$ cat config.mk
export PLATFORM = sky130hd
export DESIGN_NAME = i2s_transmitter
export DESIGN_NICKNAME = d
export VERILOG_FILES = /design/src/rtl/audio_pkg.sv /design/src/rtl/i2s_clkgen.sv /design/src/rtl/i2s_transmitter.sv
export SDC_FILE = /design/constraint.sdc
export NUM_CORES = 1
export LEC_CHECK = 0
export CAP_MARGIN = 20
export CORE_ASPECT_RATIO = 2
export CORE_MARGIN = 2
export CORE_UTILIZATION = 37
export DETAILED_ROUTE_END_ITERATION = 8
export DONT_BUFFER_PORTS = 1
export HOLD_SLACK_MARGIN = 0.15
export PLACE_DENSITY = 0.58
export SLEW_MARGIN = 30
export SYNTH_ARGS = -nofsm -noshare
export SYNTH_HDL_FRONTEND = slang
export SYNTH_SLANG_ARGS = --single-unit
$ cat constraint.sdc
create_clock -name clk -period 8.66 [get_ports clk]
set_input_delay 1.732 -clock clk [delete_from_list [all_inputs] [get_ports clk]]
set_output_delay 1.732 -clock clk [all_outputs]
set_load 0.02 [all_outputs]
$ cat src/rtl/audio_pkg.sv
// audio_pkg: shared audio-path constants and sample type.
//   L_DEF        default sample width (bits)
//   SLOT_DEF     default BCLK periods per channel slot
//   BCLK_DIV_DEF default clk cycles per BCLK period
//   FRAME_LEN    clk cycles per stereo frame at the defaults
//   sample_t     signed audio sample of L_DEF bits
package audio_pkg;

    localparam int unsigned L_DEF        = 24;
    localparam int unsigned SLOT_DEF     = 32;
    localparam int unsigned BCLK_DIV_DEF = 4;
    localparam int unsigned FRAME_LEN    = 2 * SLOT_DEF * BCLK_DIV_DEF;

    typedef logic signed [L_DEF-1:0] sample_t;

endpackage : audio_pkg

$ cat src/rtl/i2s_clkgen.sv
// i2s_clkgen: I2S timing generator (BCLK divider and slot bit counter).
//   clk, i_reset         system clock, synchronous active-high reset
//   o_bclk               bit clock (registered)
//   o_lrclk              word select, 1 = right slot (registered)
//   o_next_lrclk_fall    one-clk strobe in the cycle before lrclk falls (registered)
//   o_bit_adv_c          high in the last clk of each BCLK period (combinational)
//   o_slot_pos_c         slot position of the next cycle (combinational)
//   o_right_c            next cycle lies in the right slot (combinational)
module i2s_clkgen
    import audio_pkg::*;
#(
    parameter int unsigned SLOT     = SLOT_DEF,
    parameter int unsigned BCLK_DIV = BCLK_DIV_DEF
) (
    input  logic                      clk,
    input  logic                      i_reset,
    output logic                      o_bclk,
    output logic                      o_lrclk,
    output logic                      o_next_lrclk_fall,
    output logic                      o_bit_adv_c,
    output logic [$clog2(SLOT)-1:0]   o_slot_pos_c,
    output logic                      o_right_c
);

    localparam int unsigned DIV_W = $clog2(BCLK_DIV);
    localparam int unsigned BIT_W = $clog2(2 * SLOT);
    localparam int unsigned POS_W = $clog2(SLOT);

    logic [DIV_W-1:0] r_div_cnt;
    logic [BIT_W-1:0] r_bit_cnt;
    logic [DIV_W-1:0] w_div_nxt;
    logic [BIT_W-1:0] w_bit_nxt;
    logic             w_bit_adv;
    logic             w_right_nxt;
    logic             r_bclk;
    logic             r_lrclk;
    logic             r_strobe;

    // Next counter values; outputs are registered from these so they move with the counters.
    always_comb begin
        w_bit_adv = (r_div_cnt == DIV_W'(BCLK_DIV - 1));
        w_div_nxt = w_bit_adv ? '0 : r_div_cnt + DIV_W'(1);
        w_bit_nxt = r_bit_cnt;
        if (w_bit_adv) begin
            w_bit_nxt = (r_bit_cnt == BIT_W'(2 * SLOT - 1)) ? '0 : r_bit_cnt + BIT_W'(1);
        end
        w_right_nxt = (w_bit_nxt >= BIT_W'(SLOT));
    end

    always_ff @(posedge clk) begin
        if (i_reset) begin
            r_div_cnt <= '0;
            r_bit_cnt <= '0;
            r_bclk    <= 1'b0;
            r_lrclk   <= 1'b0;
            r_strobe  <= 1'b0;
        end else begin
            r_div_cnt <= w_div_nxt;
            r_bit_cnt <= w_bit_nxt;
            r_bclk    <= (w_div_nxt >= DIV_W'(BCLK_DIV / 2));
            r_lrclk   <= w_right_nxt;
            r_strobe  <= (w_div_nxt == DIV_W'(BCLK_DIV - 1)) &&
                         (w_bit_nxt == BIT_W'(2 * SLOT - 1));
        end
    end

    assign o_bclk            = r_bclk;
    assign o_lrclk           = r_lrclk;
    assign o_next_lrclk_fall = r_strobe;
    assign o_bit_adv_c       = w_bit_adv;
    assign o_right_c         = w_right_nxt;
    // Slot position = bit_cnt mod SLOT, without assuming SLOT is a power of two.
    assign o_slot_pos_c      = w_right_nxt ? POS_W'(w_bit_nxt - BIT_W'(SLOT)) : POS_W'(w_bit_nxt);

endmodule : i2s_clkgen

$ cat src/rtl/i2s_transmitter.sv
// i2s_transmitter: master-mode I2S transmitter, MSB-first, one-BCLK data delay.
//   clk, reset        system clock, synchronous active-high reset
//   left_in/right_in  signed samples, captured on the frame strobe
//   mute              load zeros instead of the inputs at capture
//   bclk, lrclk       bit clock and word select (0 = left)
//   sdata             serial data
//   next_lrclk_fall   one-clk frame strobe, the cycle before lrclk falls
module i2s_transmitter
    import audio_pkg::*;
#(
    parameter int unsigned L        = L_DEF,
    parameter int unsigned SLOT     = SLOT_DEF,
    parameter int unsigned BCLK_DIV = BCLK_DIV_DEF
) (
    input  logic                clk,
    input  logic                reset,
    input  logic signed [L-1:0] left_in,
    input  logic signed [L-1:0] right_in,
    input  logic                mute,
    output logic                bclk,
    output logic                lrclk,
    output logic                sdata,
    output logic                next_lrclk_fall
);

    localparam int unsigned POS_W = $clog2(SLOT);
    localparam int unsigned IDX_W = (L > 1) ? $clog2(L) : 1;

    logic signed [L-1:0] r_left;
    logic signed [L-1:0] r_right;
    logic                r_sdata;
    logic                w_strobe;
    logic                w_bit_adv;
    logic [POS_W-1:0]    w_pos;
    logic                w_right;
    logic [L-1:0]        w_word;
    logic [IDX_W-1:0]    w_idx;
    logic                w_sdata_nxt;

    i2s_clkgen #(
        .SLOT     (SLOT),
        .BCLK_DIV (BCLK_DIV)
    ) u_clkgen (
        .clk               (clk),
        .i_reset           (reset),
        .o_bclk            (bclk),
        .o_lrclk           (lrclk),
        .o_next_lrclk_fall (w_strobe),
        .o_bit_adv_c       (w_bit_adv),
        .o_slot_pos_c      (w_pos),
        .o_right_c         (w_right)
    );

    // Bit for the next slot position: 0 at the delay bit and in the padding.
    always_comb begin
        w_word      = w_right ? r_right : r_left;
        w_idx       = '0;
        w_sdata_nxt = 1'b0;
        if ((w_pos != '0) && (w_pos <= POS_W'(L))) begin
            w_idx       = IDX_W'(POS_W'(L) - w_pos);
            w_sdata_nxt = w_word[w_idx];
        end
    end

    // Shadows load only on the strobe; sdata only moves at BCLK falling edges.
    always_ff @(posedge clk) begin
        if (reset) begin
            r_left  <= '0;
            r_right <= '0;
            r_sdata <= 1'b0;
        end else begin
            if (w_strobe) begin
                r_left  <= mute ? '0 : left_in;
                r_right <= mute ? '0 : right_in;
            end
            if (w_bit_adv) begin
                r_sdata <= w_sdata_nxt;
            end
        end
    end

    assign sdata           = r_sdata;
    assign next_lrclk_fall = w_strobe;

endmodule : i2s_transmitter
# Word-level counts from Yosys, hierarchy flattened
# Index checks and enable logic that the tools add are counted.
[op_classes]
n_shift = 0
n_eq_ne = 4
div = 0
addsub = 4
bitwise = 0
mux = 10
n_mul = 0
n_reduce_logical = 3
magnitude_cmp = 4
[ops]
columns = ["cell", "count"]
rows = [
  ["$mux W24", 3],
  ["$eq A6 B6 Y1 const B", 2],
  ["$mux W6", 2],
  ["$add A6 B1 Y6 const B", 1],
  ["$ge A6 B6 Y1 const B", 1],
  ["$lt A5 B6 Y1 const B", 1],
  ["$bmux W1 S5", 1],
  ["$le A5 B5 Y1 const B", 1],
  ["$mux W5", 1],
  ["$reduce_bool A5 Y1", 1],
  ["$sub A5 B1 Y5 const B", 1],
  ["$sub A5 B5 Y5 const A", 1],
  ["$eq A2 B2 Y1 const B", 2],
  ["$add A2 B1 Y2 const B", 1],
  ["$ge A2 B2 Y1 const B", 1],
  ["$logic_and A1 B1 Y1", 2],
  ["$mux W1", 2],
  ["$mux W2", 1],
]
[totals]
output_inout_bits = 4
elab_cells = 33
latch_bits = 0
ram_bits = 0
ff_bits = 60
memories = 0
romBits = 0
inputBits = 51

# Longest topological paths before layout
[logic_depth]
depth_word = 9
ltp_mapped = 15
depth_no_buf = 12

# Modules after synthesis
# Synthesis repeated with hierarchy kept, for this count alone.
[unflattened]
hier_cells = 306
hier_area_um2 = 2791.4
[modules_own_cells]
columns = ["mod", "area_per_inst_um2", "n_inst", "cells_each"]
rows = [
  ["i2s_transmitter", 2364.8, 1, 261],
  ["i2s_clkgen", 426.7, 1, 45],
]

# Worst setup path before layout
# No wires, ideal clock.
[synth_path]
kind = "reg2reg"
startpoint = "register, netlist name u_clkgen.o_bclk"
endpoint = "register r_sdata (netlist: sdata)"
slack_ps = 5410
arrival_time_ps = 3124
stages_incl_launch_ff = 15
cell_sequence = "dfxtp_1 ha_1 buf_2 nand4_2 o21a_1 inv_2 buf_2 ha_1 xor3_1 buf_2 o221ai_1 a21oi_1 or4_1 o211ai_1 o31ai_1"
[synth_rtl]
columns = ["element", "line_no", "text"]
rows = [
  ["end signal, assigned", "i2s_transmitter.sv:77", "r_sdata <= w_sdata_nxt;"],
  ["end, declared", "i2s_transmitter.sv:31", "logic r_sdata;"],
]

==> out/results.txt <==
#FFs+latches synth - 59
Xor/xnor share of the synthesized area - 2.52%
Most numerous cell in the Yosys netlist - nor2_1
RSZ-0062 raised after global routing - false
Drt total wl - 7770 um
Netlist cell types - 49
Via-to-Cell Ratio - 5.57
Total power - 0.696 mW
Area growth syn-to-layout - 11.5%
Worst vdd ir - 96.9 uV
Mux share of post-synthesis cell area - 4.25%
Slew Viols, Final - 0
Post-synthesis sequential area ratio - 39.0%
Die H - 132 um
Startpoint types - register
Clock sink total - 59
Number of global-route vias before repair - 2530
Avg Cell Area, Syn - 8.19 sq um
Tot GR Track Use - 18.7%
Wire length per cell - 17.0 um
Max-Cap Viols - 0
Largest net degree at the start of global routing - 60
Slew @ Worst Pin - 0.762 ns
Synth Area in Adders - 2.07%
Root Buffer Master - clkbuf_16
CP Data Required Time - 8.88 ns
Critical Path End Type - register
Hold WC Path Type - reg2reg
# nets final - 413
Final core occ - 42.5%
Hold buffers post-CTS - 0
GPL Wtd Cong - 0.904
Inserted Clock Buffers - 9
Clock latency at the later pin of the worst-skew pair - 0.34 ns
Mapped Cells - 370
Main combinational cell family by area after synthesis - simple AND/OR/NAND/NOR gates
Yosys top cell area share - 39.0%
Static Leak - 1.29 nW
Die outline area - 8970 sq um
First drt pass iteration count - 4
Inserted Diodes - 0
Reg2reg setup slack - 4.75 ns
CP Data Arrival Time - 4.12 ns
Post-CTS Repair Setup Buffers - 0
Mapped cell area - 3030 sq um
Synth cell count leaders - 60 x nor2_1, 59 x dfxtp_1, 53 x a21oi_1, 45 x nor2b_1, 16 x clkbuf_1
Ys Warns - 0
Resize count post-CTS - 0
WS Path Type - reg2reg
Row cnt - 46
Status - finished clean
Via count - 2552
Detailed router's first-iteration violation count - 113
Die X-Extent - 68.0 um
Setup TNS - 0 ns
CP max FO - 16
Post-synthesis compound-gate area fraction - 22.1%
Htree depth - 3
HPWL after DPL - 5500 um
Normalized max-slew margin - 48.8%
Cell accounting for the most synthesized area - dfxtp_1
DRC - 0
Post-synth top flop - dfxtp_1
FMAX - 0.256 GHz
Async SR Flop Fraction - 0%
Top post-synthesis cells by area - dfxtp_1 39%, nor2b_1 9.3%, a21oi_1 8.8%, nor2_1 7.4%, mux2_1 2.2%
GR Overflow Total - 0
CTS tree - done
Mapped Nets - 426
Simple-Gate Fraction of Synth Area - 25.4%
Clock Path Buffers - 2
Crit share post-route - 45.1%
First-pass GRT wire length - 12400 um
Initial antenna violation count - 0
Reg clk slew, reported paths - 0.05 ns
Setup-failing EPs final - 0
Layout cells sized above 1 - 7.18%
Post-synth EDFFs - 0
Initial Util - 38.1%
Hold Vio Cnt, Final - 0
Core Region - 7940 sq um
IO Pins - 55
PD cells - 206 nW/um^2
Minimum clock period - 3.91 ns
IO buf count - 0
Routed Antenna Nets - 0
Worst Skew - 0.00404 ns
cells by family (layout without fill, tap and decap cells):
family	after synthesis	after routing
simple gates	150	150
compound gates	105	105
flops	59	59
buf+inv	32	24
mux	12	12
xor+xnor	7	7
fa+ha+maj	5	5
metrics by stage:
step | instances | setup WS (ns) | hold WS (ns) | instance area (sq um)
2_1_floorplan | 370 | 5.41 | 0.424 | 3030
3_3_place_gp | 441 | 4.95 | 0.431 | 3040
3_5_place_dp | 442 | 4.80 | 0.441 | 3070
4_1_cts | 458 | 4.77 | 0.449 | 3370
5_1_grt | 458 | 4.51 | 0.476 | 3380
6_report | 458 | 4.75 | 0.448 | 3380
power breakdown:
group          leakage [nW]  internal, mW  switching [mW]
logic                 0.663        0.0227          0.0391
registers             0.477         0.274         0.00529
clock network         0.148         0.230           0.125
layout make-up:
cell class                 instances  area, sq um
clock buffer                      10          239
clock inverter                     6         65.1
fill                             822         4570
inverter                           7         26.3
multi-input combinational        279         1710
sequential                        59         1180
tap                               96          120
timing repair buffer               1         27.5
flip-flops by register name, summed over array words and instances, names as in the netlist:
| register | count |
|---|---|
| r_left | 24 |
| r_right | 24 |
| sdata | 1 |
| u_clkgen.o_bclk | 1 |
| u_clkgen.o_lrclk | 1 |
| u_clkgen.o_next_lrclk_fall | 1 |
| u_clkgen.r_bit_cnt | 6 |
| u_clkgen.r_div_cnt | 1 |
layout by cell type, fill, tap and decap left out, types with 6 or more instances in the layout:
master      n
a21oi_1    53
clkbuf_16   9
nand2_1    13
dfxtp_1    58
nor2b_1    44
mux2_1      6
o21ai_0     7
nor2_1     60
inv_1       6
nor3_1     13
layer usage:
layer	track usage [%]	wire, um	share of wire, %	vias to the layer above
li1	-	-	-	1277
met1	19.6	2960	38	1186
met2	32.1	4130	53	73
met3	5.98	433	5.6	16
met4	9.22	243	3.1	0
met5	0	0	0	-
final timing paths:
| path | startpoint | end | cells past startpoint |
|---|---|---|---|
| worst max-delay path | u_clkgen.o_bclk | sdata | 11 |
| worst min-delay path | u_clkgen.r_div_cnt[0] | u_clkgen.r_div_cnt[0] | 1 |
| worst max register to register | u_clkgen.o_bclk | sdata | 11 |
| worst min register to register | u_clkgen.r_div_cnt[0] | u_clkgen.r_div_cnt[0] | 1 |
critical path: stages (launching register included):
cell and delay (ns):
dfxtp_1 0.47, ha_1 0.44, nand4_2 0.26, o21a_1 0.46, inv_2 0.31, ha_1 0.30
xor3_1 0.54, o221ai_1 0.17, a21oi_1 0.09, or4_1 0.52, o211ai_1 0.13, o31ai_1 0.09
Note: power is estimated with default switching activity, not from simulation.
